### src/rtl/siacore_sched_if.sv
// Job, core and result channels of the siacore job scheduler.
// The slave side is the scheduler. The master side is whoever supplies jobs, models the core and sinks results.
interface siacore_sched_if #(
  parameter int ID_W = 8
);
  logic            job_valid;
  logic            job_ready;
  logic [639:0]    job_work;
  logic [63:0]     job_target;
  logic [ID_W-1:0] job_id;
  logic [639:0]    core_work;
  logic [63:0]     core_target;
  logic            core_valid;
  logic            core_busy;
  logic            core_found;
  logic [31:0]     core_nonce;
  logic            flush;
  logic            res_valid;
  logic            res_ready;
  logic [ID_W-1:0] res_id;
  logic [31:0]     res_nonce;
  logic [1:0]      res_status;

  modport slave (
    input  job_valid, job_work, job_target, job_id,
    input  core_busy, core_found, core_nonce, flush, res_ready,
    output job_ready, core_work, core_target, core_valid,
    output res_valid, res_id, res_nonce, res_status
  );

  modport master (
    output job_valid, job_work, job_target, job_id,
    output core_busy, core_found, core_nonce, flush, res_ready,
    input  job_ready, core_work, core_target, core_valid,
    input  res_valid, res_id, res_nonce, res_status
  );
endinterface

### src/rtl/siacore_sched.sv
// Single-job scheduler in front of a siacore hasher. It issues one job, watches for a found nonce,
// a flush or a timeout, and reports exactly one result per accepted job.
module siacore_sched #(
  parameter logic [31:0] TIMEOUT = 32'd1000000,
  parameter int          ID_W    = 8
) (
  input  logic           clk,
  input  logic           rst,
  siacore_sched_if.slave bus,
  output logic [31:0]    stat_jobs,
  output logic [31:0]    stat_found
);
  typedef enum logic [2:0] {IDLE, ISSUE, RUN, DRAIN, REPORT} state_t;
  typedef enum logic [1:0] {ST_FOUND = 2'd0, ST_TIMEOUT = 2'd1, ST_ABORT = 2'd2} status_t;

  typedef struct packed {
    logic [ID_W-1:0] id;
    logic [31:0]     nonce;
    status_t         status;
  } res_t;

  localparam logic [31:0] TLAST = TIMEOUT - 32'd1;

  state_t       state, state_nx;
  logic [639:0] work_q;
  logic [63:0]  target_q;
  logic [31:0]  cnt;
  res_t         res_q;
  logic         accept, found_ev, abort_ev, tmo_ev;

  assign bus.core_work   = work_q;
  assign bus.core_target = target_q;
  assign bus.res_id      = res_q.id;
  assign bus.res_nonce   = res_q.nonce;
  assign bus.res_status  = res_q.status;

  always_ff @(posedge clk) begin
    if (rst) state <= IDLE;
    else     state <= state_nx;
  end

  // In ISSUE and RUN the events are tested in priority order: found, then flush, then timeout.
  always_comb begin
    state_nx       = state;
    accept         = 1'b0;
    found_ev       = 1'b0;
    abort_ev       = 1'b0;
    tmo_ev         = 1'b0;
    bus.job_ready  = (state == IDLE);
    bus.core_valid = (state == ISSUE);
    bus.res_valid  = (state == REPORT);
    case (state)
      IDLE: if (bus.job_valid) begin
        accept   = 1'b1;
        state_nx = ISSUE;
      end
      ISSUE, RUN: begin
        if (bus.core_found) begin
          found_ev = 1'b1;
          state_nx = REPORT;
        end else if (bus.flush) begin
          abort_ev = 1'b1;
          state_nx = DRAIN;
        end else if (cnt == TLAST) begin
          tmo_ev   = 1'b1;
          state_nx = DRAIN;
        end else if (state == ISSUE && bus.core_busy) begin
          state_nx = RUN;
        end
      end
      DRAIN:   if (!bus.core_busy) state_nx = REPORT;
      REPORT:  if (bus.res_ready)  state_nx = IDLE;
      default: state_nx = IDLE;
    endcase
  end

  // The result id is taken at accept, so it stays stable through REPORT.
  always_ff @(posedge clk) begin
    if (rst) begin
      work_q     <= '0;
      target_q   <= '0;
      cnt        <= '0;
      res_q      <= '0;
      stat_jobs  <= '0;
      stat_found <= '0;
    end else begin
      if (accept) begin
        work_q    <= bus.job_work;
        target_q  <= bus.job_target;
        res_q.id  <= bus.job_id;
        cnt       <= '0;
        stat_jobs <= stat_jobs + 32'd1;
      end else if (state == ISSUE || state == RUN) begin
        cnt <= cnt + 32'd1;
      end
      if (found_ev) begin
        res_q.nonce  <= bus.core_nonce;
        res_q.status <= ST_FOUND;
        stat_found   <= stat_found + 32'd1;
      end else if (abort_ev) begin
        res_q.nonce  <= '0;
        res_q.status <= ST_ABORT;
      end else if (tmo_ev) begin
        res_q.nonce  <= '0;
        res_q.status <= ST_TIMEOUT;
      end
    end
  end
endmodule

### src/flat_wrapper.sv
// flat-port wrapper written by rule: the top's interface ports become plain ports
module siacore_sched_flat 
#(
  parameter logic [31:0] TIMEOUT = 32'd1000000,
  parameter int          ID_W    = 8
)
  (clk, rst, stat_jobs, stat_found, bus_job_valid, bus_job_work, bus_job_target, bus_job_id, bus_core_busy, bus_core_found, bus_core_nonce, bus_flush, bus_res_ready, bus_job_ready, bus_core_work, bus_core_target, bus_core_valid, bus_res_valid, bus_res_id, bus_res_nonce, bus_res_status);
  siacore_sched_if #(.ID_W(ID_W)) bus_i ();
  input  logic clk;
  input  logic rst;
  output logic [31:0] stat_jobs;
  output logic [31:0] stat_found;
  input wire logic [$bits(bus_i.job_valid)-1:0] bus_job_valid;
  input wire logic [$bits(bus_i.job_work)-1:0] bus_job_work;
  input wire logic [$bits(bus_i.job_target)-1:0] bus_job_target;
  input wire logic [$bits(bus_i.job_id)-1:0] bus_job_id;
  input wire logic [$bits(bus_i.core_busy)-1:0] bus_core_busy;
  input wire logic [$bits(bus_i.core_found)-1:0] bus_core_found;
  input wire logic [$bits(bus_i.core_nonce)-1:0] bus_core_nonce;
  input wire logic [$bits(bus_i.flush)-1:0] bus_flush;
  input wire logic [$bits(bus_i.res_ready)-1:0] bus_res_ready;
  output wire logic [$bits(bus_i.job_ready)-1:0] bus_job_ready;
  output wire logic [$bits(bus_i.core_work)-1:0] bus_core_work;
  output wire logic [$bits(bus_i.core_target)-1:0] bus_core_target;
  output wire logic [$bits(bus_i.core_valid)-1:0] bus_core_valid;
  output wire logic [$bits(bus_i.res_valid)-1:0] bus_res_valid;
  output wire logic [$bits(bus_i.res_id)-1:0] bus_res_id;
  output wire logic [$bits(bus_i.res_nonce)-1:0] bus_res_nonce;
  output wire logic [$bits(bus_i.res_status)-1:0] bus_res_status;
  assign bus_i.job_valid = bus_job_valid;
  assign bus_i.job_work = bus_job_work;
  assign bus_i.job_target = bus_job_target;
  assign bus_i.job_id = bus_job_id;
  assign bus_i.core_busy = bus_core_busy;
  assign bus_i.core_found = bus_core_found;
  assign bus_i.core_nonce = bus_core_nonce;
  assign bus_i.flush = bus_flush;
  assign bus_i.res_ready = bus_res_ready;
  assign bus_job_ready = bus_i.job_ready;
  assign bus_core_work = bus_i.core_work;
  assign bus_core_target = bus_i.core_target;
  assign bus_core_valid = bus_i.core_valid;
  assign bus_res_valid = bus_i.res_valid;
  assign bus_res_id = bus_i.res_id;
  assign bus_res_nonce = bus_i.res_nonce;
  assign bus_res_status = bus_i.res_status;
  siacore_sched #(.TIMEOUT(TIMEOUT), .ID_W(ID_W)) u_core (.clk(clk), .rst(rst), .bus(bus_i), .stat_jobs(stat_jobs), .stat_found(stat_found));
endmodule
### config.mk
export PLATFORM = sky130hd
export DESIGN_NAME = siacore_sched_flat
export DESIGN_NICKNAME = d
export VERILOG_FILES = /design/src/rtl/siacore_sched_if.sv /design/src/rtl/siacore_sched.sv /design/src/flat_wrapper.sv
export SDC_FILE = /design/constraint.sdc
export NUM_CORES = 2
export LEC_CHECK = 0
export BUFFER_PORTS_ARGS = -buffer_cell sky130_fd_sc_hd__buf_2
export CAP_MARGIN = 20
export CORE_AREA = 5 5 603 605
export CTS_CLUSTER_SIZE = 14
export DETAILED_ROUTE_END_ITERATION = 10
export DIE_AREA = 0 0 608 610
export GPL_ROUTABILITY_DRIVEN = 0
export HOLD_SLACK_MARGIN = 0.15
export MAX_ROUTING_LAYER = met4
export SLEW_MARGIN = 5
export SYNTH_ARGS = -nofsm -noshare
export SYNTH_HDL_FRONTEND = slang
export SYNTH_SLANG_ARGS = --single-unit
### constraint.sdc
create_clock -name clk -period 2.9 [get_ports clk]
set_clock_uncertainty 0.05 [all_clocks]
set_input_delay 0.145 -clock clk [delete_from_list [all_inputs] [get_ports clk]]
set_output_delay 0.145 -clock clk [all_outputs]
set_load 0.01 [all_outputs]
==> summary.md, run 1 <==
| Metric | Value |
|---|---|
| Status | `aborted with a tool error` |
| Stage reached | `clock tree synthesis` |
| Err | `[ERROR RSZ-0060] Max buffer count reached.` |
| EDFF count, synth | `0` |
| Die width | `608 µm` |
| Port Buffer Count | `1563` |
| XOR/XNOR Fraction of Synth Area | `2.54%` |
| Mapped cell area | `0.0300 mm²` |
| Resize count post-CTS | `0` |
| Initial Util | `8.40%` |
| Syn Area/Cell | `7.95 µm²` |
| Hold-fix buffers, CTS | `2029` |
| HPWL after DPL | `259000 µm` |
| Largest family of logic cells by synthesized area | `simple AND/OR/NAND/NOR gates` |
| Post-synthesis adder-cell area fraction | `0.125%` |
| Setup Fix Bufs, Post-CTS | `0` |
| Synth warn | `0` |
| Register bit total from synthesis | `845` |
| Cells after DPL | `9936` |
| Mux share of post-synthesis cell area | `0.108%` |
| Post-Synth Simple-Gate Area | `24.1%` |
| Num CTS Buffers | `109` |
| Clk sink count | `845` |
| Clock root buffer | `clkbuf_16` |
| CTS max path bufs | `4` |
| Async S/R FF share, synth | `0%` |
| Post-synth cell types | `44` |
| Gate Count Post-Synth | `3778` |
| CTS H-Tree Depth | `3` |
| Main synth FF type | `dfxtp_1` |
| Die H | `610 µm` |
| Compound-gate portion of the synthesized area | `13.0%` |
| Ports | `1564` |
| Register area share after synthesis | `56.3%` |
| Rows | `220` |
| Synth Net Count | `4532` |
==> metrics by stage <==
step                      util (%)  setup slack, ps  area, µm²  hold WS [ps]
after floorplan                  -              912      30000           230
after global placement        12.2              670      43800           336
after detailed placement      12.2              625      43800           341
==> cell families after synthesis <==
logic type,Yosys count
compound gates,775
xor+xnor,87
simple gates,1787
fa+ha+maj,3
buf+inv,278
flops,845
mux,3
==> synthesized netlist by cell type (all sizes together), types with 6 or more instances <==
cell type	number	area, µm²
nor3	18	123
nor4	13	151
xor2	58	508
nand2	1531	5750
and2	7	43.8
nand3	34	180
clkbuf	174	653
buf	98	488
dfxtp	845	16900
and3	16	100
o21ai	10	50.1
or3	7	43.8
nor2b	6	37.5
xnor2	29	254
nand4	36	231
inv	6	22.5
nor2	94	353
a21oi	759	3800
and4	12	105
==> run 2, diff against run 1 <==
--- a/config.mk
+++ b/config.mk
@@ -7,13 +7,11 @@
 export LEC_CHECK = 0
 export BUFFER_PORTS_ARGS = -buffer_cell sky130_fd_sc_hd__buf_2
 export CAP_MARGIN = 20
-export CORE_AREA = 5 5 603 605
-export CTS_CLUSTER_SIZE = 14
+export CORE_AREA = 5 5 610 612
 export DETAILED_ROUTE_END_ITERATION = 10
-export DIE_AREA = 0 0 608 610
+export DIE_AREA = 0 0 615 617
 export GPL_ROUTABILITY_DRIVEN = 0
-export HOLD_SLACK_MARGIN = 0.15
-export MAX_ROUTING_LAYER = met4
+export PLACE_DENSITY_LB_ADDON = 0.15
 export SLEW_MARGIN = 5
 export SYNTH_ARGS = -nofsm -noshare
 export SYNTH_HDL_FRONTEND = slang
==> run 2 against run 1 <==
The flow now finishes without violations. Area after synthesis unchanged. Synthesized cell count did not move.
==> summary.md, run 2 <==
| Metric | Value |
|---|---|
| Status | `completed` |
| Rows | `223 (+1.4%)` |
| M1 WL | `96800 µm` |
| Async S/R FF share, synth | `0% (unchanged)` |
| Clk sink count | `845 (unchanged)` |
| Post-synth cell types | `44 (unchanged)` |
| RSZ-0062 raised after global routing | `no` |
| Routed len/inst | `21.6 µm` |
| Vias per std cell | `3.30` |
| Critical Path Stages | `7` |
| Crit start category | `register` |
| R2R Setup Slk | `120 ps` |
| Synth warn | `0 (unchanged)` |
| Hold Fails Final Rpt | `0` |
| Gate Count Post-Synth | `3778 (unchanged)` |
| Register area share after synthesis | `56.3% (unchanged)` |
| First DRT Iteration DRCs | `2266` |
| Post-route ant nets | `0` |
| Area leader, netlist | `dfxtp_1` |
| Syn Area/Cell | `7.95 µm² (unchanged)` |
| Synth Net Count | `4532 (unchanged)` |
| Bufs and invs on worst path | `2` |
| Fmax | `0.360 GHz` |
| Area share of the largest cell type after synthesis | `56.3% (unchanged)` |
| Post-synth top cells | `nand2_1, dfxtp_1, a21oi_1, clkbuf_1, nor2_1` |
| Slew Limit Fails | `0` |
| DRC | `0` |
| Largest net degree at the start of global routing | `101` |
| Die area | `0.379 mm²` |
| Critical-path top delay cell | `dlygate4sd3_1` |
| Post-layout util | `16.8%` |
| Least-Margin Pin Slew | `690 ps` |
| Top cells by area, synth | `dfxtp_1, nand2_1, a21oi_1` |
| Multi-input logic area | `0.0120 mm²` |
| Maximum vdd drop | `464 µV` |
| DRT Wirelength | `251000 µm` |
| EDFF count, synth | `0 (unchanged)` |
| Final clock period utilization by the worst path | `95.8%` |
| Min cycle time layout | `2780 ps` |
| Setup WS pre-CTS | `589 ps (-35.8 ps)` |
| Fin nets | `7381` |
| Commonest non-fill, non-tap cells in the layout | `buf_2, nand2_1, dlygate4sd3_1` |
| Worst EP arrival | `3430 ps` |
| Clk Latency, worst-skew pair | `810 ps` |
| R2R cell count | `7` |
| Die width | `615 µm (+1.2%)` |
| Crit-path cells | `or4_1 -> nor4_2 -> nand3_1 -> a21oi_2 -> buf_6 -> a21oi_1 -> dlygate4sd3_1` |
| CTS H-Tree Depth | `3 (unchanged)` |
| Crit end category | `register` |
| CTS tree | `done` |
| Rel. slew slack | `53.6%` |
| P_leak | `26.2 nW` |
| Top Family by Delay on Critical Path | `simple AND/OR/NAND/NOR gates` |
| Initial antenna violation count | `95` |
| Worst hold path type | `in2reg` |
| Mapped cell area | `0.0300 mm² (unchanged)` |
| Req. time, crit path | `3560 ps` |
| Clk pin slew, worst setup/hold paths | `60 ps` |
| Num CTS Buffers | `122 (+12%)` |
| Grt ovf | `0` |
| Hold Path Stages | `4` |
| Layout area overhead | `105%` |
| HPWL after DPL | `204000 µm (-21%)` |
| GRT Overall Usage | `12.5%` |
| First-pass GRT wire length | `335000 µm` |
| Die H | `617 µm (+1.1%)` |
| Final setup fails | `0` |
| Final hold slack | `98.2 ps` |
| Port Buffer Count | `1563 (unchanged)` |
| Count leader, synth | `nand2_1` |
| Final worst setup slack | `122 ps` |
| Number of global-route vias before repair | `38782` |
| Ports | `1564 (unchanged)` |
| Via count | `38222` |
| Slowest Stage Delay on Critical Path | `570 ps` |
| Max_cap viols | `0` |
| Final setup TNS | `0 ps` |
| Initial Util | `8.19% (-0.21 points)` |
| Highest routed metal layer | `met5` |
| Largest fanout on the critical path | `32` |
| Commonest non-fill, non-tap cell in the layout | `buf_2` |
| Max reg flops | `640` |
| Main synth FF type | `dfxtp_1` |
| Register Area | `0.0169 mm²` |
| Routed wl met2 | `128000 µm` |
| Critical path type | `reg2reg` |
| Fill count | `41939` |
| Fraction of layout cells with a size suffix above 1 | `27.8%` |
| Drt pass-1 iters | `7` |
| Pwr Density | `716 mW/mm²` |
| Register bit total from synthesis | `845 (unchanged)` |
| Core ar. | `0.367 mm²` |
| Met3 wire length | `19600 µm` |
| Clock root buffer | `clkbuf_16` |
| CTS max path bufs | `4 (unchanged)` |
## run 2: final timing paths
check | endpoint | from
worst max-delay path | u_core.bus.res_nonce[19]$_SDFFE_PP0P_ | u_core.cnt[25]$_SDFFE_PP0P_
worst min-delay path | u_core.bus.core_work[535]$_SDFFE_PP0P_ | bus_job_work[535]
worst max register to register | u_core.bus.res_nonce[19]$_SDFFE_PP0P_ | u_core.cnt[25]$_SDFFE_PP0P_
worst min register to register | u_core.bus.core_work[423]$_SDFFE_PP0P_ | u_core.bus.core_work[423]$_SDFFE_PP0P_
## run 2: cell families (layout without fill, tap and decap cells)
kind of cell / Yosys count / after routing / synth area share [%]
AO/OA/AOI/OAI: 775 / 775 / 13.0
XOR/XNOR: 87 / 87 / 2.54
adder cells (fa/ha/maj): 3 / 3 / 0.125
buffers and inverters: 278 / 3221 / 3.87
flip-flops: 845 / 845 / 56.3
multiplexers: 3 / 3 / 0.108
other: 0 / 31 / 0
AND/OR/NAND/NOR: 1787 / 1787 / 24.1
## run 2: where the power goes
group          switching [mW]  internal, mW
logic                    8.61          5.11
clock network            6.28          9.37
registers                1.21          13.5
total                    16.1          27.9
## run 2: timing repair
item / CTS / global route
endpoints found under the hold margin: 790 / 0
endpoints found under the setup margin: 0 / 13
buffers inserted: 0 / 0
resized for setup: 0 / 3
hold buffers: 1345 / 0
## run 2: area by class of cell
type,count,area share (%)
antenna,31,0.126
clock buffer,176,5.79
clock inverter,42,0.912
inverter,6,0.0366
multi-input combinational,2655,19.5
sequential,845,27.5
tap,4837,9.84
timing repair buffer,2997,36.3
## run 2: metal layers
metal  vias to the layer above  GRT usage, %
met1                     18507          14.1
met5                         -             0
met4                        62          3.00
li1                      18013             -
met3                       326          4.05
met2                      1314          22.7
## run 2: per-stage QoR
step	std cells	power, mW	cell area, µm²
2_1_floorplan	3778	19.9	30000
3_3_place_gp	9994	26.9	43800
3_5_place_dp	9994	26.9	43800
4_1_cts	11557	45.1	61400
5_1_grt	11586	46.5	61500
6_report	11589	44.0	61500
## run 2: worst min-delay path, cell delays in order
cell and delay [ps]:
dlygate4sd3_1 540, buf_2 120, nand2_1 60, a21oi_1 50
Power figures use the tool's default switching activity.
